===== src/rtl/instruction_fetch_if.sv =====
// Instruction fetch bus: decoder control, program memory port and the fetch
// state presented back to the core.
//   master: decoder / memory side (drives controls and pmem_rdata)
//   slave : instruction_fetch (drives pmem strobe/address and fetch state)
interface instruction_fetch_if #(
  parameter int unsigned PC_WIDTH    = 13,
  parameter int unsigned INSTR_WIDTH = 14
);
  logic                   instr_rd_en;
  logic                   incr_pc_en;
  logic                   branch_en;
  logic [PC_WIDTH-1:0]    branch_addr;
  logic [PC_WIDTH-1:0]    pmem_addr;
  logic                   pmem_rd_en;
  logic [INSTR_WIDTH-1:0] pmem_rdata;
  logic [INSTR_WIDTH-1:0] instr_current;
  logic [PC_WIDTH-1:0]    pc;
  logic [1:0]             q_phase;
  logic                   flush_active;

  modport master (
    output instr_rd_en, incr_pc_en, branch_en, branch_addr, pmem_rdata,
    input  pmem_addr, pmem_rd_en, instr_current, pc, q_phase, flush_active
  );

  modport slave (
    input  instr_rd_en, incr_pc_en, branch_en, branch_addr, pmem_rdata,
    output pmem_addr, pmem_rd_en, instr_current, pc, q_phase, flush_active
  );
endinterface


===== src/rtl/instruction_fetch.sv =====
// PIC16F-style instruction fetch front end.
// Runs the Q1..Q4 phase counter, owns the program counter, prefetches the next
// word from synchronous program memory and presents instr_current to the
// decoder, inserting forced NOPs after reset, on branches and on skips.
// Ports:
//   clk  - core clock, rising edge
//   rst  - synchronous active-high reset
//   bus  - instruction_fetch_if.slave: decoder controls (sampled at Q4),
//          program memory port, instr_current / pc / q_phase / flush_active
module instruction_fetch #(
  parameter int unsigned           PC_WIDTH     = 13,
  parameter int unsigned           INSTR_WIDTH  = 14,
  parameter logic [PC_WIDTH-1:0]    RESET_VECTOR = '0,
  parameter logic [INSTR_WIDTH-1:0] NOP_WORD     = '0
) (
  input  logic                 clk,
  input  logic                 rst,
  instruction_fetch_if.slave   bus
);

  typedef enum logic [1:0] {
    Q1 = 2'd0,
    Q2 = 2'd1,
    Q3 = 2'd2,
    Q4 = 2'd3
  } phase_t;

  phase_t                 q_phase_q;
  logic [PC_WIDTH-1:0]    pc_q;
  logic [INSTR_WIDTH-1:0] instr_q;
  logic [INSTR_WIDTH-1:0] fetch_buf_q;
  logic                   flush_q;
  logic                   pmem_rd_en_q;

  // Phase sequencing, prefetch and Q4 commit of pc / instruction register
  always_ff @(posedge clk) begin
    if (rst) begin
      q_phase_q    <= Q1;
      pc_q         <= RESET_VECTOR;
      instr_q      <= NOP_WORD;
      flush_q      <= 1'b1;
      pmem_rd_en_q <= 1'b0;
      fetch_buf_q  <= NOP_WORD;
    end else begin
      q_phase_q    <= phase_t'(q_phase_q + 2'd1);
      // Strobe is registered, so raise it on the edge entering Q2
      pmem_rd_en_q <= (q_phase_q == Q1);
      // Memory data is valid the clock after the strobe, i.e. during Q3
      if (q_phase_q == Q3) begin
        fetch_buf_q <= bus.pmem_rdata;
      end
      if (q_phase_q == Q4) begin
        if (bus.branch_en) begin
          // Prefetched word is from the wrong path: drop it
          pc_q    <= bus.branch_addr;
          instr_q <= NOP_WORD;
          flush_q <= 1'b1;
        end else begin
          if (bus.incr_pc_en) begin
            pc_q <= pc_q + PC_WIDTH'(1);
          end
          if (bus.instr_rd_en) begin
            instr_q <= fetch_buf_q;
            flush_q <= 1'b0;
          end else begin
            instr_q <= NOP_WORD;
            flush_q <= 1'b1;
          end
        end
      end
    end
  end

  assign bus.pmem_addr     = pc_q;
  assign bus.pmem_rd_en    = pmem_rd_en_q;
  assign bus.instr_current = instr_q;
  assign bus.pc            = pc_q;
  assign bus.q_phase       = q_phase_q;
  assign bus.flush_active  = flush_q;

endmodule


===== src/flat_wrapper.sv =====
// flat-port wrapper written by rule: the top's interface ports become plain ports
module instruction_fetch_flat 
#(
  parameter int unsigned           PC_WIDTH     = 13,
  parameter int unsigned           INSTR_WIDTH  = 14,
  parameter logic [PC_WIDTH-1:0]    RESET_VECTOR = '0,
  parameter logic [INSTR_WIDTH-1:0] NOP_WORD     = '0
)
  (clk, rst, bus_instr_rd_en, bus_incr_pc_en, bus_branch_en, bus_branch_addr, bus_pmem_rdata, bus_pmem_addr, bus_pmem_rd_en, bus_instr_current, bus_pc, bus_q_phase, bus_flush_active);
  instruction_fetch_if #(.PC_WIDTH(PC_WIDTH), .INSTR_WIDTH(INSTR_WIDTH)) bus_i ();
  input  logic clk;
  input  logic rst;
  input wire logic [$bits(bus_i.instr_rd_en)-1:0] bus_instr_rd_en;
  input wire logic [$bits(bus_i.incr_pc_en)-1:0] bus_incr_pc_en;
  input wire logic [$bits(bus_i.branch_en)-1:0] bus_branch_en;
  input wire logic [$bits(bus_i.branch_addr)-1:0] bus_branch_addr;
  input wire logic [$bits(bus_i.pmem_rdata)-1:0] bus_pmem_rdata;
  output wire logic [$bits(bus_i.pmem_addr)-1:0] bus_pmem_addr;
  output wire logic [$bits(bus_i.pmem_rd_en)-1:0] bus_pmem_rd_en;
  output wire logic [$bits(bus_i.instr_current)-1:0] bus_instr_current;
  output wire logic [$bits(bus_i.pc)-1:0] bus_pc;
  output wire logic [$bits(bus_i.q_phase)-1:0] bus_q_phase;
  output wire logic [$bits(bus_i.flush_active)-1:0] bus_flush_active;
  assign bus_i.instr_rd_en = bus_instr_rd_en;
  assign bus_i.incr_pc_en = bus_incr_pc_en;
  assign bus_i.branch_en = bus_branch_en;
  assign bus_i.branch_addr = bus_branch_addr;
  assign bus_i.pmem_rdata = bus_pmem_rdata;
  assign bus_pmem_addr = bus_i.pmem_addr;
  assign bus_pmem_rd_en = bus_i.pmem_rd_en;
  assign bus_instr_current = bus_i.instr_current;
  assign bus_pc = bus_i.pc;
  assign bus_q_phase = bus_i.q_phase;
  assign bus_flush_active = bus_i.flush_active;
  instruction_fetch #(.PC_WIDTH(PC_WIDTH), .INSTR_WIDTH(INSTR_WIDTH), .RESET_VECTOR(RESET_VECTOR), .NOP_WORD(NOP_WORD)) u_core (.clk(clk), .rst(rst), .bus(bus_i));
endmodule

===== config.mk =====
export PLATFORM = sky130hd
export DESIGN_NAME = instruction_fetch_flat
export DESIGN_NICKNAME = d
export VERILOG_FILES = /design/src/rtl/instruction_fetch_if.sv /design/src/rtl/instruction_fetch.sv /design/src/flat_wrapper.sv
export SDC_FILE = /design/constraint.sdc
export NUM_CORES = 1
export LEC_CHECK = 0
export ABC_CLOCK_PERIOD_IN_PS = 2500
export CAP_MARGIN = 25
export CORE_MARGIN = 1
export CORE_UTILIZATION = 35
export CTS_CLUSTER_DIAMETER = 150
export DETAILED_ROUTE_END_ITERATION = 6
export DONT_BUFFER_PORTS = 1
export GPL_TIMING_DRIVEN = 0
export PLACE_DENSITY = 0.48
export REMOVE_ABC_BUFFERS = 1
export SLEW_MARGIN = 20
export SYNTH_ARGS = -nofsm -noshare
export SYNTH_HDL_FRONTEND = slang
export SYNTH_SLANG_ARGS = --single-unit

===== constraint.sdc =====
create_clock -name clk -period 2.5 [get_ports clk]
set_clock_uncertainty 0.2 [all_clocks]
set_input_delay 0.25 -clock clk [delete_from_list [all_inputs] [get_ports clk]]
set_output_delay 0.25 -clock clk [all_outputs]
set_load 0.01 [all_outputs]

=== Word level (Yosys, flattened, before mapping) ===
Index checks and enable logic that the tools add are counted.

* $add $sub $neg: 2
* Eq/ne operators: 2
* Mux-type cells: 6
* Reductions and logical operators: 3

{| class="wikitable"
|+ Operators by type and width
! operator !! number
|-
| 14-bit two-way mux || 2
|-
| 13-bit two-way mux || 2
|-
| 13-bit by 1-bit adder with 13-bit output, second input constant || 1
|-
| 2-bit equality test, second input constant || 2
|-
| 2-bit by 1-bit adder with 2-bit output, second input constant || 1
|-
| 2-bit logical NOT || 1
|-
| 1-bit two-way mux || 2
|-
| 2-bit AND reduction || 1
|-
| 2-bit nonzero test || 1
|}

* Flip-flop bits (word level): 45
* Input port bits: 32
* Output and inout port bits: 44
* Word-level logic and storage cells: 19

=== Logic depth before layout (Yosys ltp) ===
Gate-level depths: netlist of the first run.

* Word-level depth: 3
* Depth in mapped cells: 6
* Gate-level depth less buffers: 5

=== Least setup slack after synthesis of the first run ===
No wires, ideal clock.

* Path type: register to register
* Start: register u_core.pc_q[0] (netlist: u_core.bus.pc[0])
* End: register u_core.pc_q[12] (netlist: u_core.bus.pc[12])
* Setup time: 0.120 ns
* Data arrival time: 1.511 ns
* Setup slack: 0.669 ns
* Stages on the path, launching flop included: 6
* Buffers on the path: 0
* Period minus slack after synthesis: 1.831 ns
* Path through: dfxtp_1 ha_1 nand3_1 or4_4 o211ai_2 o21ai_1

* Cells in the longest elaborated chain, start to end: 3

{| class="wikitable"
|+ RTL lines
! element !! RTL line !! source
|-
| start, declared || instruction_fetch.sv:29 || <nowiki>logic [PC_WIDTH-1:0] pc_q;</nowiki>
|-
| start signal, assigned || instruction_fetch.sv:55 || <nowiki>pc_q <= bus.branch_addr;</nowiki>
|-
| start signal, assigned || instruction_fetch.sv:60 || <nowiki>pc_q <= pc_q + PC_WIDTH'(1);</nowiki>
|-
| 13-bit by 1-bit adder with 13-bit output || instruction_fetch.sv:60 ||
|-
| 13-bit two-way mux || instruction_fetch.sv:59 || <nowiki>if (bus.incr_pc_en) begin</nowiki>
|-
| 13-bit two-way mux || instruction_fetch.sv:53 || <nowiki>if (bus.branch_en) begin</nowiki>
|}

Every way passes these cells. The select of a mux whose other input is x is not followed.
A chain may end at the register's enable or synchronous reset.

=== Final worst setup path of the first run ===
* Start: register u_core.q_phase_q[1] (netlist: u_core.bus.q_phase[1])
* End: register u_core.pc_q[11] (netlist: u_core.bus.pc[11])

* Cells in the longest elaborated chain, start to end: 2

{| class="wikitable"
|+ RTL lines
! element !! RTL line !! source
|-
| start, declared || instruction_fetch.sv:28 || <nowiki>phase_t q_phase_q;</nowiki>
|-
| start signal, assigned || instruction_fetch.sv:45 || <nowiki>q_phase_q <= phase_t'(q_phase_q + 2'd1);</nowiki>
|-
| 2-bit equality test || instruction_fetch.sv:52 || <nowiki>if (q_phase_q == Q4) begin</nowiki>
|-
| 2-bit AND reduction (no line) || n/a ||
|}

Every way passes these cells.

==> metrics, run 1 <==
layout cells sized above 1 0.06612; number of synthesized flops with an enable pin 0; first drt pass iteration count 4; Root Driver clkbuf_8; status finished, final reports clean; CTS buffer count 5; biggest area contributors in the synthesized netlist dfxtp_1, mux2i_1, nor2_1; ant diodes 0; Max Root-Sink Buffers 2; Post-Layout Cell Count 314; register-to-register setup slack roughly 0.20 ns; RR Startpoint u_core.bus.q_phase[1]; gr ovfl total 0; Post-CTS Setup Bufs 0; Worst Setup EP u_core.bus.pc[11]; Synth area leader dfxtp_1; fillcell total 581; Crit Path Category register to register; Starting Density 0.3704; f_max 434.6 MHz; unrepaired setup endpoints after global routing no; vias in the first global route between 1,500 and 2,000; type of origin of the critical path register; sequential fraction of the synthesis area 0.4337; Syn Area/Cell 8.838 um2; dpl hpwl ~2900 um; Die Span Y between 70 and 80 um; minimum clock period 2.301 ns; CP required between 2 and 3 ns; crit-path max FO 22; Netlist cell types 38; Port Buffers 0; area of the multi-input gates around 970 um2; Max Cap Viol 0; Residual DRC 0; final count of hold timing violations 0; Synth Warn # 0; Iter 0 DRT Violations 40; leak pwr approximately 0.85 nW; Place WS -0.1037 ns; Worst Setup End Kind register; die width ~80 um; Die ar. 6247 um2; Reg2Reg Depth 4; HP Class input pin to register; Final Net Count around 280; Site Rows 27; Final Cell Area 2355 um2; vias per cell between 5 and 6; Slew Limit Fails 0; RR Endpoint u_core.bus.pc[11]; Syn-to-layout area delta 13.37%; CP Launch Point u_core.bus.q_phase[1]; I/O pin cnt between 70 and 80; routed len/inst ~15 um; most instantiated cells after synthesis dfxtp_1, nor2_1, a21oi_1, nor2b_1; FF+latch area around 900 um2; clk sinks 45; Tot GR Track Use 0.1569; Worst EP arrival 2.33 ns; area of the core roughly 5600 um2; first-pass GRT wire length between 7000 and 8000 um; Worst-Margin Slew between 0.8 and 0.9 ns; Hold Crit Start bus_branch_en; Syn Std Cell Area roughly 2100 um2; VDD IR-drop max ~0.29 mV; ys async rst share 0; H-tree depth 2; Syn Inst Count around 240; share of the synthesized area in the top cell type 0.4337; clk slew on worst S/H paths approximately 0.09 ns; initial antenna violation count 0; final core occ 0.4199; DP Cell Count between 200 and 300; count leader, synth dfxtp_1; CTS tree built; Via Count ~1,600; Final Cycle Share 0.9204; Slew Limit Headroom 0.4438; largest net degree at the start of global routing 45; Primary FF master, synth dfxtp_1; clk_lat worst skew approximately 0.3 ns; post-layout power ~1.4 mW; Cell Pwr Density just under 600 nW/um2; Post-DP Area ~2000 um2; Total Routed Length about 4700 um; Setup Viol. Count Final 0; RePlAce Congestion approximately 0.69; Yosys reg bits 45; post-route ant nets 0; worst setup margin a little under 0.2 ns
## stage by stage
step                setup TNS (ns)  hold WS [ns]
global route                     0       0.01449
global placement           -0.5813        0.1264
CTS                              0      0.004225
floorplan                        0        0.1191
detailed placement          -1.047        0.1281
finish                           0       0.01900
## where the power goes
group | switching [mW] | internal [mW]
combinational | 0.0635 | 0.0676
sequential | 0.0264 | 0.739
clock | 0.265 | 0.230
total | 0.355 | 1.04
## per-layer routing
| layer | routed length (um) | vias to the layer above | global-route usage |
|---|---|---|---|
| li1 | - | 811 | - |
| met1 | 2104 | 751 | 0.1846 |
| met2 | 2216 | 56 | 0.2741 |
| met3 | 326 | 5 | 0.04368 |
| met4 | 42 | 0 | 0.04909 |
| met5 | 0 | - | 0 |
## repair_timing
| action | CTS | global route |
|---|---|---|
| gates resized for setup | 1 | 0 |
| hold buffers | 27 | 0 |
| endpoints found under the setup margin | 21 | 0 |
| endpoints found under the hold margin | 45 | 0 |
## area by class of cell
class,count,share of cell area
timing repair buffer,27,0.1190
clock inverter,2,0.007439
inverter,4,0.006376
sequential,45,0.3826
clock buffer,6,0.03507
multi-input combinational,158,0.4113
tap,72,0.03826
## how the worst min path moves through the flow
stage	to	slack (ns)	cells after the start
4_1_cts	u_core.bus.pc[3]	0.004	4
3_5_place_dp	u_core.bus.instr_current[8]	0.13	1
2_1_floorplan	u_core.bus.pc[10]	0.12	1
5_1_grt	u_core.bus.pc[3]	0.01	3
6_report	u_core.bus.pc[3]	0.02	4
3_3_place_gp	u_core.fetch_buf_q[0]	0.13	1
## kinds of logic after synthesis
group / count (synthesis) / share of synthesized area
buf+inv: 32 / 0.1012
compound gates: 55 / 0.1675
flops: 45 / 0.4337
fa+ha+maj: 4 / 0.02410
simple gates: 84 / 0.2012
mux: 15 / 0.07229
## placed cells by master, fill, tap and decap left out, types with 2 or more instances in the layout
master,instances
mux2i_1,15
nor2_1,37
a21oi_1,23
a31oi_1,2
inv_1,4
a32oi_1,2
clkbuf_8,6
o31ai_1,2
nor2b_1,16
dfxtp_1,45
ha_1,3
a211oi_1,4
nand2_1,10
dlygate4sd3_1,26
o21ai_0,8
o21bai_1,2
o22ai_1,2
a22oi_1,3
nand3_1,5
and3_1,3
nor4_1,3
or3_1,3
## critical path, cell delays in order (launching register included)
cell     delay [ns]
dfxtp_1        0.44
ha_2           0.55
o21a_1         0.50
or2b_2         0.39
o22ai_1        0.14
## sequential cells by signal, indices dropped and copies added, names as in the netlist
register                  cells
u_core.bus.flush_active       1
u_core.fetch_buf_q           14
u_core.bus.pmem_rd_en         1
u_core.bus.pc                13
u_core.bus.instr_current     14
u_core.bus.q_phase            2
Note: power is estimated with default switching activity, not from simulation.
==> run 2, diff against run 1 <==
--- a/config.mk
+++ b/config.mk
@@ -5,7 +5,7 @@
 export SDC_FILE = /design/constraint.sdc
 export NUM_CORES = 1
 export LEC_CHECK = 0
-export ABC_CLOCK_PERIOD_IN_PS = 2500
+export ABC_CLOCK_PERIOD_IN_PS = 2420
 export CAP_MARGIN = 25
 export CORE_MARGIN = 1
 export CORE_UTILIZATION = 35
@@ -14,6 +14,7 @@
 export DONT_BUFFER_PORTS = 1
 export GPL_TIMING_DRIVEN = 0
 export PLACE_DENSITY = 0.48
+export RECOVER_POWER = 50
 export REMOVE_ABC_BUFFERS = 1
 export SLEW_MARGIN = 20
 export SYNTH_ARGS = -nofsm -noshare
==> constraint.sdc (replaced) <==
create_clock -name clk -period 2.42 [get_ports clk]
set_clock_uncertainty 0.2 [all_clocks]
set_input_delay 0.242 -clock clk [delete_from_list [all_inputs] [get_ports clk]]
set_output_delay 0.242 -clock clk [all_outputs]
set_load 0.01 [all_outputs]
==> metrics, run 2 (synthesis results as in run 1) <==
status finished, final reports clean; VDD IR-drop max 0.2976 mV; f_max approximately 470 MHz; gr ovfl total 0; dpl hpwl between 2000 and 3000 um; Worst-Margin Slew between 0.8 and 0.9 ns; RR Endpoint u_core.bus.pc[12]; Cell Pwr Density 609.6 nW/um2; Die ar. ~6200 um2; routed len/inst 14.98 um; Slew Limit Headroom 0.4350; Final Cycle Share 0.8884; CTS buffer count 5; Place WS -0.1837 ns; Iter 0 DRT Violations 44; CP required roughly 2.5 ns; Final Net Count between 200 and 300; type of origin of the critical path register; Via Count about 1,600; crit path cell chain ha_4, o21a_1, or2b_2, o21ai_1; Residual DRC 0; minimum clock period 2.150 ns; vias in the first global route about 1,600; register-to-register setup slack between 0.2 and 0.3 ns; Worst EP arrival approximately 2.2 ns; largest net degree at the start of global routing 45; die width 79.04 um; initial antenna violation count 0; first drt pass iteration count 4; area of the multi-input gates 978.4 um2; Reg2Reg Depth 4; final count of hold timing violations 0; clk sinks 45; layout cells sized above 1 0.06612; wire length on met1 roughly 2200 um; Die Span Y 79.04 um; Total Routed Length about 4700 um; Hold Crit Start bus_branch_addr[3]; Syn-to-layout area delta 13.86%; Crit Path Category register to register; H-tree depth 2; DR WL met3 around 280 um; most frequent cells in the layout dfxtp_1, nor2_1, dlygate4sd3_1; area of the core ~5600 um2; hold depth 4; CTS tree built; Port Buffers 0; RePlAce Congestion roughly 0.7; Starting Density 0.3704; unrepaired setup endpoints after global routing no; clk_lat worst skew about 0.30 ns; FF+latch area roughly 900 um2; Slew Limit Fails 0; Tot GR Track Use 0.1569; CP Launch Point u_core.bus.q_phase[0]; Max Root-Sink Buffers 2; I/O pin cnt 76; Root Driver clkbuf_8; first-pass GRT wire length between 7000 and 8000 um; Site Rows 27; leak pwr ~0.86 nW; met2 wire length about 2200 um; post-layout power approximately 1.4 mW; DR top layer met4; commonest non-fill, non-tap cell in the layout dfxtp_1; Worst Setup End Kind register; Max stage delay on crit path around 0.49 ns; post-route ant nets 0; Max Cap Viol 0; RR Startpoint u_core.bus.q_phase[0]; ant diodes 0; crit-path max FO 22; clk slew on worst S/H paths ~0.09 ns; Slowest cell on crit path o21a_1; fillcell total between 500 and 600; hold worst-path end u_core.bus.pc[3]; Setup Viol. Count Final 0; worst setup margin approximately 0.27 ns; HP Class input pin to register; vias per cell 5.156
==> run 2: cell counts in the layout (fill, tap and decap cells not counted) <==
Identical to the previous run, type by type.
==> run 2: how the worst max path moves through the flow <==
stage	end	slack, ns	cells after the start
after CTS	u_core.bus.pc[12]	0.09	4
after global routing	u_core.bus.pc[12]	0.15	4
after global placement	u_core.bus.pc[11]	-0.19	4
final	u_core.bus.pc[12]	0.27	4
after floorplan	u_core.bus.pc[12]	0.28	5
after detailed placement	u_core.bus.pc[12]	-0.18	4
==> run 2: critical path, delay by kind of cell, from the launching register on <==
kind / cells / cell delay (ns)
AND/OR/NAND/NOR: 1 / 0.39
AO/OA/AOI/OAI: 2 / 0.63
flip-flops: 1 / 0.48
adder cells (fa/ha/maj): 1 / 0.38
==> run 2: per-stage QoR <==
stage / instances / area [um2] / hold slack [ns] / utilization / setup TNS [ns]
CTS: 314 / 2355 / 0.003352 / 0.4199 / 0
detailed placement: 279 / 1972 / 0.1201 / 0.3516 / -2.757
finish: 314 / 2365 / 0.01610 / 0.4217 / 0
global route: 314 / 2365 / 0.02015 / 0.4217 / 0
floorplan: 207 / 1882 / 0.1111 / - / 0
global placement: 279 / 1972 / 0.1184 / 0.3516 / -2.277
==> run 2: metal layers <==
metal | global-route usage | vias to the layer above
met5 | 0 | -
met4 | 0.04909 | 0
met3 | 0.04483 | 4
met2 | 0.2750 | 43
met1 | 0.1832 | 761
li1 | - | 811
==> run 2: power by group <==
part           internal (mW)  switching, mW
logic                 0.0709         0.0665
registers              0.763         0.0287
clock network          0.237          0.275
==> run 2: what timing repair did <==
action,4_1_cts,5_1_grt
resized for setup,1,1
endpoints found under the hold margin,45,0
setup buffers,0,0
endpoints found under the setup margin,24,9
hold buffers,27,0
==> run 2: area by class of cell <==
type	count	area share
Clock buffer	6	0.03492
Clock inverter	2	0.007407
Timing Repair Buffer	27	0.1185
Inverter	4	0.006349
Sequential cell	45	0.3810
Tap cell	72	0.03810
Multi-Input combinational cell	158	0.4138
==> edit 1, RTL diff (config.mk and constraints of run 2) <==
`PC_WIDTH` is set to 13 in 3 places; all go to 17.
--- a/src/rtl/instruction_fetch_if.sv
+++ b/src/rtl/instruction_fetch_if.sv
@@ -3,7 +3,7 @@
 //   master: decoder / memory side (drives controls and pmem_rdata)
 //   slave : instruction_fetch (drives pmem strobe/address and fetch state)
 interface instruction_fetch_if #(
-  parameter int unsigned PC_WIDTH    = 13,
+  parameter int unsigned PC_WIDTH    = 17,
   parameter int unsigned INSTR_WIDTH = 14
 );
   logic                   instr_rd_en;
--- a/src/rtl/instruction_fetch.sv
+++ b/src/rtl/instruction_fetch.sv
@@ -8,7 +8,7 @@
 //   bus  - instruction_fetch_if.slave: decoder controls (sampled at Q4),
 //          program memory port, instr_current / pc / q_phase / flush_active
 module instruction_fetch #(
-  parameter int unsigned           PC_WIDTH     = 13,
+  parameter int unsigned           PC_WIDTH     = 17,
   parameter int unsigned           INSTR_WIDTH  = 14,
   parameter logic [PC_WIDTH-1:0]    RESET_VECTOR = '0,
   parameter logic [INSTR_WIDTH-1:0] NOP_WORD     = '0
--- a/src/flat_wrapper.sv
+++ b/src/flat_wrapper.sv
@@ -1,7 +1,7 @@
 // flat-port wrapper written by rule: the top's interface ports become plain ports
 module instruction_fetch_flat 
 #(
-  parameter int unsigned           PC_WIDTH     = 13,
+  parameter int unsigned           PC_WIDTH     = 17,
   parameter int unsigned           INSTR_WIDTH  = 14,
   parameter logic [PC_WIDTH-1:0]    RESET_VECTOR = '0,
   parameter logic [INSTR_WIDTH-1:0] NOP_WORD     = '0
Interface: changed (resized bus_branch_addr, bus_pc and bus_pmem_addr); port bits go from 76 to 88. No check against the original RTL was run, so the function may have changed too.
==> edit 1 against run 2 <==
- register-to-register slack lost 160 ps
- setup slack lost 200 ps
- count of clock-buffer cells in the layout is the same
- first-iteration DRC count grew 23%
- global-route usage grew 1.4 points
- total power grew 15%
- cell area grew 19%
- fmax shrank 8.4%
- wire length grew 31%
- area after synthesis grew 19%
- sequential cell count grew 4
- critical path type is now in2reg
- largest power group unchanged
==> edit 1: results (changes against run 2) <==
[outcome]
status=complete, no violations

[critical_path]
cpMaxStageDelayCell=dlygate4sd3_1
crit_arrival_ps=2390  ; +210 ps
cp_top_family=buffers and inverters
cpPeakStageDelay_ps=1090  ; +600 ps
crit_fanout=28  ; +27%
worstRegToRegCells=5  ; +1

[cells_and_area]
num_antenna_cells=0  ; unchanged
fin_nets=329  ; +19%
drive_gt1_share_pct=6.90  ; +0.28 points

[power]
vdd_ir_drop_max_v=0.000266  ; -11%
netSwitchingFraction_pct=24.7  ; -1.0 points
combinationalPower_uw=163  ; +19%
p_leak_nw=0.987  ; +15%
sequentialPower_uw=871  ; +10%
seqPwrFrac_pct=52.4  ; -2.5 points

[synthesis]
synth_cell_types=44  ; +16%
async_reset_ff_share_pct=0  ; unchanged
yosysWarnings=0  ; unchanged
netlist_top_cells_area=dfxtp_1 40%, mux2i_1 7.7%, nor2_1 5.9%
yosys.area_share.adder_pct=2.03  ; -0.38 points
synthMuxAreaShare_pct=7.72  ; +0.49 points
ys_top_cells_by_count=49 x dfxtp_1, 39 x nor2_1, 21 x a21oi_1
synth_compound_area_share_pct=15.7  ; -1.0 points
ys_seq_area_share_pct=39.8  ; -3.6 points
syn_inst=286  ; +22%

[grt]
grt_max_degree=49  ; +8.9%
met3_usage_pct=5.39  ; +0.91 points
grt_pass1_wl_um=9920  ; +29%
grt_usage_pct=17.1  ; +1.4 points
grt.met2_usage_pct=30.0  ; +2.5 points
use_met1_pct=20.1  ; +1.8 points

[clocking]
cts_buffers=5  ; unchanged
path_clk_slew_ps=110  ; +20 ps
clockBufferDepth=2  ; unchanged
clk_latency_ps=310
clockRootBuffer=clkbuf_8
htreeDepth=2  ; unchanged

[placement]
pre_cts_ws_ps=-648  ; -464 ps
routabilityCongestion=0.758  ; +9.5%
post_dp_cell_area_um2=2340  ; +19%
dp_cells=345  ; +24%
numPortBuffers=0  ; unchanged
hpwl_um=3510  ; +22%

[detailed_routing]
drc_errors=0  ; unchanged
wl_per_cell_um=16.0  ; +6.5%
wl_met3_um=396  ; +42%
drt-met1-wl_um=2740  ; +26%
vias_per_cell=5.21  ; +0.99%
num_vias=2010  ; +24%
dr.pass1.iters=4  ; unchanged
routed-wl-met2_um=2970  ; +34%
drt_first_iter_violations=54  ; +23%

[sta]
worstMarginPinSlew_ps=861  ; +13.4 ps

[hold_path]
hold-path-cell-count=3  ; -1
hold_class=in2reg

edit 1: area by class of cell:
cell class,instances,area (µm²)
inverters,5,18.8
repair buffers,34,349
well taps,96,120
clock inverters,2,37.5
clock buffers,6,82.6
fillers,684,3980
flip-flops and latches,49,983
multi-input cells,194,1230
edit 1: final timing paths:
kind | startpoint | end | slack [ps]
max reg2reg | u_core.bus.pc[3] | u_core.bus.pc[9] | 110
min reg2reg | u_core.fetch_buf_q[4] | u_core.bus.instr_current[4] | 290
max | bus_branch_en | u_core.bus.pc[9] | 70
min | bus_branch_en | u_core.bus.pc[16] | 8
edit 1: timing repair:
action / 4_1_cts / 5_1_grt
gates cloned: 0 / 0
buffers inserted: 0 / 1
hold endpoints to repair: 49 / 0
setup endpoints to repair: 32 / 2
pin swaps: 0 / 1
hold buffers: 32 / 0
gates resized for setup: 2 / 2
==> edit 2, RTL diff (config.mk and constraints of run 2) <==
Without the edit above. Reset style: asynchronous (`rst`), changed in one clocked block. Comments in the files are not updated.
--- a/src/rtl/instruction_fetch.sv
+++ b/src/rtl/instruction_fetch.sv
@@ -33,7 +33,7 @@
   logic                   pmem_rd_en_q;
 
   // Phase sequencing, prefetch and Q4 commit of pc / instruction register
-  always_ff @(posedge clk) begin
+  always_ff @(posedge clk or posedge rst) begin
     if (rst) begin
       q_phase_q    <= Q1;
       pc_q         <= RESET_VECTOR;
Behaviour: differs if rst is asserted again (counterexample within 4 cycles, from zero or initial values and one cycle with rst high); with rst held inactive, the same outputs for 10 cycles.
==> edit 2 against run 2 <==
- first-iteration DRC count down 43%
- cell area increased by 6.7%
- sequential cell count did not move
- synthesized cell count fell by 16%
- setup slack improved by 41 ps
- area after synthesis is 3.1% higher
- sequential share of layout area grew 6.6 points
- wire length is 1.9% lower
- clock power rose by 9.4%
- utilization rose by 0.46 points
- total power increased by 9.4%
==> edit 2: results (changes against run 2) <==
[placement]
routabilityCongestion=0.724  ; +4.7%
post_dp_cell_area_um2=2110  ; +7.1%
pre_cts_ws_ps=-532  ; -348 ps
hpwl_um=3110  ; +8.3%

[power]
vdd_ir_drop_max_v=0.000298  ; about the same
p_leak_nw=1.05  ; +23%

[sta]
worstMarginPinSlew_ps=868  ; +20.6 ps
whs_ps=14.2  ; -1.87 ps

[cells_and_area]
fin_nets=249  ; -10%
num_antenna_cells=0  ; unchanged
n_fill_cell=575  ; -0.86%
finalNonFillerCells=289  ; -8.0%
drive_gt1_share_pct=15.0  ; +8.3 points
fin_util_pct=42.6  ; +0.46 points

[grt]
grt_usage_pct=15.7  ; about the same
gr-total-overflow=0  ; unchanged
grt_pass1_wl_um=7660  ; -0.17%
grt_pass1_vias=1568  ; -1.6%
grt_max_degree=36  ; -20%

[critical_path]
crit_path_start=u_core.bus.q_phase[1]
worstRegToRegCells=6  ; +2
cpMaxStageDelayCell=dfrtp_1
crit_arrival_ps=2120  ; -60 ps
rrSetupSlack_ps=310  ; +40 ps
setup.worst_path.end=u_core.bus.instr_current[2]
timing.rr.end=u_core.bus.instr_current[2]
critical_path.reg2reg.startpoint=u_core.bus.q_phase[1]
crit_fanout=28  ; +27%

[synthesis]
async_reset_ff_share_pct=100  ; +100 points
synth_compound_area_share_pct=14.4  ; -2.3 points
ys_top_cells_by_count=44 x dfrtp_1, 16 x o21ai_0, 14 x mux2_2
synth_xor_area_share_pct=0  ; unchanged
syn_inst=198  ; -16%
synth_cell_types=33  ; -13%
ys_seq_area_share_pct=52.6  ; +9.3 points
yosys.area_share.adder_pct=2.34  ; -0.073 points
synthMuxAreaShare_pct=8.76  ; +1.5 points
netlist_top_cells_area=dfrtp_1 51%, mux2_2 7.4%, buf_4 4.6%

[detailed_routing]
drt_first_iter_violations=25  ; -43%
dr.pass1.iters=6  ; +2
wl_per_cell_um=16.0  ; +6.6%
num_vias=1508  ; -6.9%

[clocking]
htreeDepth=2  ; unchanged
path_clk_slew_ps=80
cts_resized=2  ; +1
hold_buffers=30  ; +11%

[hold_path]
hold-path-cell-count=3  ; -1
min_to=u_core.bus.pc[2]
hold_start=bus_branch_en

[outcome]
status=complete, no violations

==> edit 2: cell types whose count changed after synthesis, moves of 4 or more <==
cell      before  now
dfxtp_1       45    0
dfrtp_1        0   44
nor2_1        37    8
mux2_2         0   14
mux2i_1       15    3
a21oi_1       23   13
a22o_1         1   10
nor2b_1       16    7
inv_1          4   12
o21ai_0        8   16
a211oi_1       4    0
==> edit 2: critical path, delay by kind of cell (launching register included) <==
kind            cells  cell delay, ps
compound gates      1              70
fa+ha+maj           1             370
buf+inv             1             240
flops               1             480
simple gates        3             670
==> edit 2: cells by family (layout without fill, tap and decap cells) <==
| group | count (synthesis) | in the layout |
|---|---|---|
| compound gates | 48 | 48 |
| fa+ha+maj | 4 | 4 |
| buf+inv | 37 | 53 |
| flops | 45 | 45 |
| mux | 17 | 17 |
| simple gates | 47 | 47 |
==> edit 2: area by class of cell <==
cell class              instances  share of cell area, %
flip-flops and latches         45                   44.7
multi-input cells             116                   32.9
inverters                      13                   1.93
clock buffers                   6                   2.88
well taps                      75                   3.72
repair buffers                 32                   12.4
clock inverters                 2                   1.54
==> edit 2: layer usage <==
| metal | vias to the layer above | global-route usage, % | part of all wire (%) |
|---|---|---|---|
| met5 | - | 0 | 0 |
| met4 | 0 | 3.75 | 0.32 |
| met3 | 2 | 4.89 | 6.9 |
| met2 | 61 | 27.7 | 51 |
| met1 | 736 | 18.5 | 42 |
| li1 | 709 | - | - |
==> edit 2: power by group <==
part / internal [mW] / switching, mW / leakage, nW
logic: 0.0821 / 0.0595 / 0.456
registers: 0.795 / 0.0809 / 0.542
clock network: 0.310 / 0.250 / 0.0554
